## src/rtl/uart_rx.sv

```systemverilog
// uart_rx -- oversampling (x16) UART receiver, 8N1 by default, 8E1 with
// the UART_RX_PARITY_EN macro defined.
//
// Parameters:
//   CLOCK_SYS  system clock frequency in Hz
//   BAUD       line rate in bit/s
// Ports:
//   clk              system clock
//   reset            synchronous, active-high reset
//   rx_i             asynchronous serial line, idle high
//   rx_data_o [7:0]  last good byte (LSB first on the wire), held between frames
//   rx_valid_o       1-cycle pulse, rx_data_o updated
//   rx_frame_err_o   1-cycle pulse, stop bit sampled low
//   rx_parity_err_o  1-cycle pulse, even parity mismatch (0 without the macro)
//   rx_busy_o        high whenever the receiver is not idle
// Optional feature macro: UART_RX_PARITY_EN (adds an even parity bit).

module uart_rx #(
   parameter real CLOCK_SYS = 100e6,
   parameter real BAUD      = 115200
) (
   input  logic       clk,
   input  logic       reset,
   input  logic       rx_i,
   output logic [7:0] rx_data_o,
   output logic       rx_valid_o,
   output logic       rx_frame_err_o,
   output logic       rx_parity_err_o,
   output logic       rx_busy_o
);

   localparam int TICK_DIV = $rtoi(CLOCK_SYS / (BAUD * 16.0));
   localparam int TW       = ($clog2(TICK_DIV) < 1) ? 1 : $clog2(TICK_DIV);

   if (TICK_DIV < 2) begin : g_div_check
      $error("uart_rx: CLOCK_SYS/(BAUD*16) must be at least 2");
   end

   typedef enum logic [2:0] {
      S_IDLE,
      S_START,
      S_DATA,
`ifdef UART_RX_PARITY_EN
      S_PARITY,
`endif
      S_STOP,
      S_BREAK
   } state_t;

   state_t          state_q, state_d;
   logic [1:0]      rx_sync_q, rx_sync_d;
   logic [TW-1:0]   tick_cnt_q, tick_cnt_d;
   logic [3:0]      samp_q, samp_d;
   logic [2:0]      bit_q, bit_d;
   logic [7:0]      shift_q, shift_d;
   logic [7:0]      data_q, data_d;
   logic            valid_q, valid_d;
   logic            ferr_q, ferr_d;
   logic            rx_s;
   logic            tick;
   logic            mid_smp;
   logic            bit_smp;
   logic            stop_smp;
   logic            par_ok;
`ifdef UART_RX_PARITY_EN
   logic            par_q, par_d;
   logic            perr_q, perr_d;
`endif

   assign rx_s    = rx_sync_q[1];
   assign tick    = (tick_cnt_q == TW'(TICK_DIV - 1));
   // Half a bit into the start bit, and one full bit after every later sample.
   assign mid_smp = tick && (samp_q == 4'd7);
   assign bit_smp = tick && (samp_q == 4'd15);
   assign stop_smp = (state_q == S_STOP) && bit_smp;

`ifdef UART_RX_PARITY_EN
   assign par_ok = ~(^shift_q ^ par_q);
`else
   assign par_ok = 1'b1;
`endif

   // State register
   always_ff @(posedge clk) begin
      if (reset) begin
         state_q <= S_IDLE;
      end else begin
         state_q <= state_d;
      end
   end

   // Next-state logic
   always_comb begin
      state_d = state_q;
      case (state_q)
         S_IDLE:  if (!rx_s) state_d = S_START;
         // A high line at mid start bit is a glitch, not a frame.
         S_START: if (mid_smp) state_d = rx_s ? S_IDLE : S_DATA;
         S_DATA: begin
            if (bit_smp && (bit_q == 3'd7)) begin
`ifdef UART_RX_PARITY_EN
               state_d = S_PARITY;
`else
               state_d = S_STOP;
`endif
            end
         end
`ifdef UART_RX_PARITY_EN
         S_PARITY: if (bit_smp) state_d = S_STOP;
`endif
         // Leaving at mid stop bit lets a back-to-back start edge be caught.
         S_STOP:  if (bit_smp) state_d = rx_s ? S_IDLE : S_BREAK;
         // A held-low line reports once, then waits for the line to recover.
         S_BREAK: if (rx_s) state_d = S_IDLE;
         default: state_d = S_IDLE;
      endcase
   end

   // Output / datapath logic
   always_comb begin
      rx_sync_d = {rx_sync_q[0], rx_i};

      tick_cnt_d = (state_q == S_IDLE || tick) ? '0 : tick_cnt_q + TW'(1);

      samp_d = samp_q;
      if (state_q == S_IDLE) begin
         samp_d = '0;
      end else if ((state_q == S_START) && mid_smp) begin
         samp_d = '0;
      end else if (tick) begin
         samp_d = samp_q + 4'd1;
      end

      bit_d = bit_q;
      if (state_q == S_START) begin
         bit_d = '0;
      end else if ((state_q == S_DATA) && bit_smp) begin
         bit_d = bit_q + 3'd1;
      end

      shift_d = shift_q;
      if ((state_q == S_DATA) && bit_smp) begin
         shift_d = {rx_s, shift_q[7:1]};
      end

`ifdef UART_RX_PARITY_EN
      par_d = par_q;
      if ((state_q == S_PARITY) && bit_smp) begin
         par_d = rx_s;
      end
      // Frame error takes priority over parity error.
      perr_d = stop_smp && rx_s && !par_ok;
`endif

      valid_d = stop_smp && rx_s && par_ok;
      ferr_d  = stop_smp && !rx_s;
      data_d  = valid_d ? shift_q : data_q;
   end

   always_ff @(posedge clk) begin
      if (reset) begin
         rx_sync_q  <= 2'b11;
         tick_cnt_q <= '0;
         samp_q     <= '0;
         bit_q      <= '0;
         data_q     <= 8'h00;
         valid_q    <= 1'b0;
         ferr_q     <= 1'b0;
`ifdef UART_RX_PARITY_EN
         perr_q     <= 1'b0;
`endif
      end else begin
         rx_sync_q  <= rx_sync_d;
         tick_cnt_q <= tick_cnt_d;
         samp_q     <= samp_d;
         bit_q      <= bit_d;
         data_q     <= data_d;
         valid_q    <= valid_d;
         ferr_q     <= ferr_d;
`ifdef UART_RX_PARITY_EN
         perr_q     <= perr_d;
`endif
      end
   end

   // Data-only registers: their contents are ignored until a frame fills them.
   always_ff @(posedge clk) begin
      shift_q <= shift_d;
`ifdef UART_RX_PARITY_EN
      par_q   <= par_d;
`endif
   end

   assign rx_data_o      = data_q;
   assign rx_valid_o     = valid_q;
   assign rx_frame_err_o = ferr_q;
   assign rx_busy_o      = (state_q != S_IDLE);
`ifdef UART_RX_PARITY_EN
   assign rx_parity_err_o = perr_q;
`else
   assign rx_parity_err_o = 1'b0;
`endif

endmodule

```

## config.mk

```make
export PLATFORM = sky130hd
export DESIGN_NAME = uart_rx
export DESIGN_NICKNAME = d
export VERILOG_FILES = /design/src/rtl/uart_rx.sv
export SDC_FILE = /design/constraint.sdc
export NUM_CORES = 1
export LEC_CHECK = 0
export ABC_AREA = 1
export CELL_PAD_IN_SITES_DETAIL_PLACEMENT = 1
export CELL_PAD_IN_SITES_GLOBAL_PLACEMENT = 2
export CORE_UTILIZATION = 30
export CTS_CLUSTER_DIAMETER = 200
export CTS_CLUSTER_SIZE = 25
export DETAILED_ROUTE_END_ITERATION = 16
export MAX_ROUTING_LAYER = met4
export PLACE_DENSITY = 0.77
export SETUP_SLACK_MARGIN = 0.2
export SLEW_MARGIN = 20
export SYNTH_ARGS = -nofsm -noshare
export SYNTH_HDL_FRONTEND = slang
export SYNTH_SLANG_ARGS = --single-unit
```

## constraint.sdc

```tcl
create_clock -name clk -period 3.5 [get_ports clk]
set_input_delay 0.525 -clock clk [delete_from_list [all_inputs] [get_ports clk]]
set_output_delay 0.525 -clock clk [all_outputs]
set_load 0.05 [all_outputs]
```

Yosys cells after proc, flatten, opt, wreduce, memory -nomap -nowiden --
Index checks and enable logic that the tools add are counted.
Word-level totals: output and inout port bits 12, input bits 3, register bits 36, word-level logic and storage cells 49
Operators by class: reduce and logical (&&, ||, !) cells 16, add/subtract/negate cells 3, muxes and demuxes 8, equality and inequality tests 13
Operators with widths (count):
- 3-bit 2-to-1 mux | 6
- 3-bit one-hot mux with 5 select lines | 1
- 2-bit inequality test, second input constant | 5
- 1-bit logical AND | 8
- 6-bit by 1-bit adder with 6-bit output, second input constant | 1
- 3-bit by 2-bit == test with 1-bit output, second input constant | 2
- 3-bit == test, second input constant | 2
- 6-bit == test, second input constant | 1
- 5-bit AND reduction | 1
- 4-bit by 1-bit adder with 4-bit output, second input constant | 1
- 4-bit by 3-bit == test with 1-bit output, second input constant | 1
- 4-bit == test, second input constant | 1
- 2-bit OR reduction | 2
- 3-bit by 1-bit adder with 3-bit output, second input constant | 1
- 3-bit by 1-bit == test with 1-bit output, second input constant | 1
- 3-bit logical NOT | 1
- 3-bit nonzero test | 1
- 3-bit OR reduction | 1
- 2-bit 2-to-1 mux | 1
- 1-bit logical NOT | 1
- 1-bit logical OR | 1

Longest topological paths before layout --
Gate-level depths: netlist (run 1).
word-level depth 5, mapped depth 10, depth with buffers taken out 10

Least setup slack after synthesis (run 1) --
Ideal clock, no wire load.
path kind register to register, from reg tick_cnt_q[0], to reg bit_q[0], period minus slack after synthesis 1.486 ns, data required time 3.430 ns, buffers on the path 0, stages on the path, launching flop included 9, arrival 1.416 ns, setup slack 2.014 ns, library setup time 0.070 ns, cells stage by stage dfxtp_1 > ha_1 > nand3_2 > nor2_8 > nand2_4 > nor2_8 > inv_2 > or2_0 > a21oi_1
On the way: cells in the longest elaborated chain, start to end 3
RTL lines:
- start: declaration | RTL line 52 | logic [TW-1:0] tick_cnt_q, tick_cnt_d;
- start signal: assignment | RTL line 174 | tick_cnt_q <= tick_cnt_d;
- 6-bit == test | RTL line 71 | assign tick = (tick_cnt_q == TW'(TICK_DIV - 1));
- 1-bit logical AND | RTL line 74 | assign bit_smp = tick && (samp_q == 4'd15);
- 1-bit logical AND | RTL line 137 | end else if ((state_q == S_DATA) && bit_smp) begin
- end signal: assignment | RTL line 176 | bit_q <= bit_d;
- end: declaration | RTL line 54 | logic [2:0] bit_q, bit_d;
No other way between the ends. A chain may end at the register's enable or synchronous reset.

Final worst setup path (run 1) --
from reg state_q[1], to out rx_busy_o
On the way: cells in the longest elaborated chain, start to end 1
RTL lines:
- start: declaration | RTL line 50 | state_t state_q, state_d;
- start signal: assignment | RTL line 88 | state_q <= state_d;
- 3-bit nonzero test | RTL line 197 | assign rx_busy_o = (state_q != S_IDLE);
- end: declaration | RTL line 29 | output logic rx_busy_o
No other way between the ends.

==> out/metrics.yaml, run 1 <==
routing:
  ant_nets: 0
  drt_wl_total_microns: 2929
  vias_per_cell: 4.436
  drt_first_iter_violations: 49
  drt_pass1_iterations: 4
  drc_errors: 0
  route.vias.total: 1109
  post_drt_wl_per_cell_microns: 11.72
global_route:
  overflow: 0
  gr-usage-all-layers: 0.1376
  grt_pass1_wl_microns: 5306
  grt_pass1_vias: 1191
  antenna_found_initial: 0
  grt_max_degree: 13
power_and_ir_drop:
  power_per_cell_area_nw_per_um2: 443.3
  p_clk_frac: 0.369
  pwr-share-seq: 0.550
  pwr-share-comb: 0.081
  p_sw_mw: 0.2028
  vdd.ir_drop.worst_mv: 0.1770
  switching_share: 0.2574
  p_int_mw: 0.5849
  leakage_nw: 0.7103
  p_total_mw: 0.7877
logic_synthesis:
  yosysWarnings: 0
  synth_area_per_cell_sq_um: 9.096
  synth_area_sq_um: 1483
  synth_seq_cells: 36
  yosysTopAreaCell: "dfxtp_1"
  synth-seq-area-share: 0.5401
  yosys-top-cells-area: "dfxtp_1 38%, edfxtp_1 16%, nor2_1 8.1%"
  synth_top_area_share: 0.3781
  syn_inst: 163
  ys_types: 27
  synth_nets: 171
die:
  ios: 15
  placementRows: 25
  fp.dieW_microns: 72.30
  die_h_microns: 72.30
  die-area_sq_um: 5227
  core_region_area_sq_um: 4755
  initial_core_util: 0.3118
worst_setup_path:
  end_kind: "output pin"
  cp_slowest_cell: "clkdlybuf4s50_1"
  critical_path_arrival_ps: 1710
  worstPathBufferInverterCount: 2
  r2r_cells: 8
  crit_cells: 3
  worstPathMaxFanout: 6
  cp.required_ps: 2970
  critPathTopFamily: "buffers and inverters"
  worstPathCellList: "inv_1, nand2_1, clkdlybuf4s50_1"
  crit_path_max_incr_delay_ps: 800
  worstSetupPathType: "register to output pin"
  critPathLaunchType: "register"
clocking:
  cts_max_path_buffers: 2
  cts_tree: "built"
  clkSinkCount: 36
  cts_resized: 0
  cts-root-buf: "clkbuf_8"
  path_clk_slew_ps: 70
  post_cts_buffers: 0
  htree_levels: 2
  cts_buffers: 5
  insertion_delay_ps: 290
  hold_buffers: 0
timing:
  maxSlewHeadroom: 0.5541
  holdWs_ps: 412.3
  period_share: 0.6390
  skew_ps: 6.332
  setup_viol: 0
  layout_setup_ws_ps: 1263
  rsz0062_at_grt: "false"
  setup-tns-final_ps: 0
  hold_viol: 0
  worst_pin_slew_ps: 661.8
  max_freq_mhz: 447.1
  min_period_ps: 2237
  drv_slew: 0
hold_path:
  hold_path_depth: 1
  worstHoldPathType: "register to register"
place:
  io_buffers: 13
  hpwl_microns: 2243
  dp_slack_ps: 1554
  placed_area_sq_um: 1689
  gp_congestion: 0.8586
  dpl.cell_count: 242
run_status:
  outcome: "completed"
final_layout:
  stdcell_area_sq_um: 1777
  layout.cells.non_filler: 250
  final_net_count: 190
  antenna_cells: 0
  post-route-util: 0.3737
  area_growth_pct: 19.83
  drive_gt1_frac: 0.1093
flow_run:
  cap_violations: 0
-- routing by layer --
layer	GRT usage	wire length [microns]	vias up
met1	0.1567	1371	513
met2	0.2222	1385	17
met3	0.03889	95	9
li1	-	-	570
met4	0.06754	77	0
met5	-	0	-
-- placed cells by master (no fill, tap or decap), drive strengths merged --
cell and instances:
nor2 36, dfxtp 28, nand2 24, inv 14, clkdlybuf4s50 13, o21ai 12, a21oi 8, edfxtp 8
nand3 7, nand4 5, ha 5, clkbuf 5, xnor2 3, or2 3, clkinv 3, xor2 2
nor4 2, nor3 2, nand3b 1, nor3b 1, conb 1
-- path summary, 6_finish.rpt --
kind | from | to | slack, ps
worst max register to register | tick_cnt_q[0] | bit_q[0] | 1810
worst min register to register | rx_sync_q[0] | rx_sync_q[1] | 410
worst max-delay path | state_q[1] | rx_busy_o | 1260
worst min-delay path | rx_sync_q[0] | rx_sync_q[1] | 410
-- kinds of logic after synthesis --
family                     share of synthesized area
AOI/OAI and AO/OA                            0.06751
xor gates and xnor gates                     0.02954
adders and majority gates                    0.04219
buffers and inverters                        0.04051
DFF                                           0.5401
other                                       0.002529
and+or+nand+nor                               0.2776
-- power groups by stage --
stage               clock (mW)  sequential, mW  combinational [mW]
detailed placement           0           0.443              0.0634
CTS                      0.304           0.433              0.0638
global route             0.317           0.434              0.0700
finish                   0.291           0.434              0.0635
floorplan                    0           0.442              0.0461
global placement             0           0.443              0.0625
-- state kept, by name, indices dropped and copies added, names as in the netlist --
name and count:
tick_cnt_q 6, shift_q 8, rx_frame_err_o 1, bit_q 3, state_q 3, rx_valid_o 1
rx_sync_q 2, samp_q 4, rx_data_o 8
-- final cells by class --
cell class	instances	area, sq um
clock buffers	5	68.82
multi-input cells	112	621.8
inverters	14	52.55
repair buffers	13	130.1
clock inverters	3	18.77
fillers	579	2978
flip-flops and latches	36	800.8
well taps	67	83.83
-- synthesized netlist by cell type --
cell	instances
a21oi_1	8
buf_4	1
conb_1	1
dfxtp_1	28
edfxtp_1	8
ha_1	5
inv_1	12
inv_2	2
nand2_1	22
nand2_2	1
nand2_4	1
nand3_1	6
nand3_2	1
nand3b_1	1
nand4_1	5
nor2_1	32
nor2_2	2
nor2_8	2
nor3_1	1
nor3_4	1
nor3b_1	1
nor4_1	2
o21ai_0	12
or2_0	1
or2_2	2
xnor2_1	3
xor2_1	2
Power figures use the tool's default switching activity.
==> run 2: changes to the inputs <==
--- a/config.mk
+++ b/config.mk
@@ -13,7 +13,7 @@
 export CTS_CLUSTER_SIZE = 25
 export DETAILED_ROUTE_END_ITERATION = 16
 export MAX_ROUTING_LAYER = met4
-export PLACE_DENSITY = 0.77
+export PLACE_DENSITY = 0.8
 export SETUP_SLACK_MARGIN = 0.2
 export SLEW_MARGIN = 20
 export SYNTH_ARGS = -nofsm -noshare
==> constraint.sdc (replaced) <==
create_clock -name clk -period 1.86 [get_ports clk]
set_input_delay 0.279 -clock clk [delete_from_list [all_inputs] [get_ports clk]]
set_output_delay 0.279 -clock clk [all_outputs]
set_load 0.05 [all_outputs]
==> run 2 against run 1 <==
Total power up 110%. First-iteration DRC count increased by 16%. Critical path depth rose by 5. Final area rose by 4.4%. Via count grew 2.7%. Clock skew increased by 3.6 ps.
==> out/metrics.yaml, run 2 (synthesis results as in run 1) <==
run_status:
  outcome: "completed"  # unchanged
final_layout:
  area_growth_pct: 25.06  # was 19.83%
  antenna_cells: 0  # unchanged
  layout_common_cells: "31 x nor2_1, 26 x dfxtp_1, 21 x nand2_1, 12 x inv_1, 10 x dlygate4sd2_1"  # was 32 x nor2_1, 28 x dfxtp_1, 22 x nand2_1, 13 x clkdlybuf4s50_1
  stdcell_area_sq_um: 1854  # was 1777 sq um
  drive_gt1_frac: 0.1604  # was 0.1093
  final_net_count: 194  # was 190
  layout.cells.most_common: "nor2_1"  # unchanged
power_and_ir_drop:
  switching_share: 0.2329  # was 0.2574
  pwr-share-comb: 0.081  # about the same
  power_per_cell_area_nw_per_um2: 873.0  # was 443.3 nW/um^2
  leakage_nw: 0.7968  # was 0.7103 nW
  pwr-share-seq: 0.505  # was 0.550
  p_clk_frac: 0.414  # was 0.369
  vdd.ir_drop.worst_mv: 0.4187  # was 0.1770 mV
  p_int_mw: 1.242  # was 0.5849 mW
  p_sw_mw: 0.3771  # was 0.2028 mW
clocking:
  cts_tree: "built"  # unchanged
  path_clk_slew_ps: 70  # about the same
  cts_max_path_buffers: 2  # unchanged
  cts-root-buf: "clkbuf_8"  # unchanged
  cts_buffers: 5  # unchanged
  htree_levels: 2  # unchanged
  clkSinkCount: 36  # unchanged
  insertion_delay_ps: 290  # about the same
  hold_buffers: 0  # unchanged
worst_setup_path:
  r2r_cells: 8  # unchanged
  crit_cells: 8  # was 3
  rrSetupSlack_ps: 320  # was 1810 ps
  crit_path_max_incr_delay_ps: 330  # was 800 ps
  critical_path_arrival_ps: 1710  # about the same
  worstPathMaxFanout: 5  # was 6
  worstSetupPathType: "register to register"  # was register to output pin
  end_kind: "register"  # was output pin
  cp_slowest_cell: "dfxtp_2"  # was clkdlybuf4s50_1
  r2r-start: "tick_cnt_q[1]"  # was tick_cnt_q[0]
  cp.required_ps: 2030  # was 2970 ps
  worstPathCellList: "inv_1, ha_2, nand3_4, nor2_8, buf_6, nand2_1, o21ai_1, nor2_1"  # was inv_1, nand2_1, clkdlybuf4s50_1
  critPathTopFamily: "simple AND/OR/NAND/NOR gates"  # was buffers and inverters
  worstPathBufferInverterCount: 2  # unchanged
  critPathLaunchType: "register"  # unchanged
  regToRegEndpoint: "samp_q[2]"  # was bit_q[0]
hold_path:
  worstHoldPathType: "register to register"  # unchanged
  worstHoldStart: "rx_sync_q[0]"  # unchanged
  min_to: "rx_sync_q[1]"  # unchanged
  hold_path_depth: 1  # unchanged
timing:
  drv_slew: 0  # unchanged
  setup_viol: 0  # unchanged
  setup-tns-final_ps: 0  # unchanged
  skew_ps: 9.930  # was 6.332 ps
  rsz0062_at_grt: "true"  # was false
  period_share: 0.8259
  min_period_ps: 1536
  max_freq_mhz: 651.0
  hold_viol: 0  # unchanged
routing:
  drc_errors: 0  # unchanged
  route.vias.total: 1139  # was 1109
  drt_pass1_iterations: 4  # unchanged
  vias_per_cell: 4.484  # was 4.436
  ant_nets: 0  # unchanged
  post_drt_wl_per_cell_microns: 12.26  # was 11.72 microns
  drt_first_iter_violations: 57  # was 49
  drt_wl_total_microns: 3113  # was 2929 microns
place:
  placed_area_sq_um: 1694  # was 1689 sq um
  hpwl_microns: 2339  # was 2243 microns
  gp_congestion: 0.7694  # was 0.8586
  io_buffers: 13  # unchanged
global_route:
  antenna_found_initial: 0  # unchanged
  grt_max_degree: 12  # was 13
  grt_pass1_wl_microns: 5547  # was 5306 microns
  grt_pass1_vias: 1183  # was 1191
  overflow: 0  # unchanged
  gr-usage-all-layers: 0.1482  # was 0.1376
die:
  die_h_microns: 72.30  # unchanged
  fp.dieW_microns: 72.30  # unchanged
  core_region_area_sq_um: 4755  # unchanged
  ios: 15  # unchanged
  initial_core_util: 0.3118  # unchanged
  die-area_sq_um: 5227  # unchanged
  placementRows: 25  # unchanged
flow_run:
  cap_violations: 0  # unchanged
==> run 2: cell types whose count changed in the layout (fill, tap and decap cells not counted), moves of 2 or more <==
cell,change
clkdlybuf4s50_1,-11
o21ai_1,+4
buf_4,+2
buf_6,+2
o21ai_0,-4
dlygate4sd2_1,+10
dfxtp_1,-2
dfxtp_2,+2
==> run 2: worst max-delay path by stage <==
stage	from	end
after global placement	tick_cnt_q[0]	bit_q[0]
after floorplan	tick_cnt_q[0]	bit_q[0]
after CTS	tick_cnt_q[0]	bit_q[0]
final	tick_cnt_q[1]	samp_q[2]
after global routing	tick_cnt_q[1]	samp_q[3]
after detailed placement	tick_cnt_q[0]	samp_q[2]
==> run 2: through the flow <==
step                setup WS [ps]  cells  hold WS [ps]    util  total power, mW
global route                185.3    254         442.0  0.3900            1.695
global placement            289.3    243         396.9  0.3563           0.9489
floorplan                   374.0    163         348.1       -           0.9180
CTS                         232.7    252         430.0  0.3805            1.632
finish                      323.8    254         422.2  0.3900            1.619
detailed placement          107.9    243         408.8  0.3563           0.9573
==> run 2: metal layers <==
layer / routed length [microns] / global-route usage / up-vias
met5: 0 / - / -
met4: 38 / 0.05229 / 0
met3: 148 / 0.05972 / 4
met2: 1548 / 0.2399 / 20
met1: 1378 / 0.1652 / 535
li1: - / - / 580
==> run 2: power by group through the flow <==
stage | sequential (mW) | combinational (mW) | clock (mW)
after floorplan | 0.831 | 0.0867 | 0
after global placement | 0.833 | 0.116 | 0
after detailed placement | 0.834 | 0.123 | 0
after CTS | 0.816 | 0.126 | 0.690
after global routing | 0.818 | 0.147 | 0.731
final | 0.817 | 0.132 | 0.670
==> run 2: area by class of cell <==
cell class,count,area (sq um)
Clock buffer,6,72.57
Clock inverter,2,35.03
Fill cell,584,2900
Inverter,14,52.55
Multi-Input combinational cell,112,641.9
Sequential cell,36,803.3
Tap cell,67,83.83
Timing Repair Buffer,17,165.2
==> run 2: worst register-to-register path, delay by kind of cell, from the launching register on <==
family | cells | cell delay, ps
adder cells (fa/ha/maj) | 1 | 190
flip-flops | 1 | 330
AO/OA/AOI/OAI | 1 | 300
buffers and inverters | 2 | 180
AND/OR/NAND/NOR | 4 | 430
==> run 2: timing repair <==
item | 4_1_cts | 5_1_grt
pin swaps | 1 | 6
endpoints found under the hold margin | 0 | 0
buffers inserted | 1 | 2
resized for setup | 11 | 12
endpoints found under the setup margin | 15 | 26
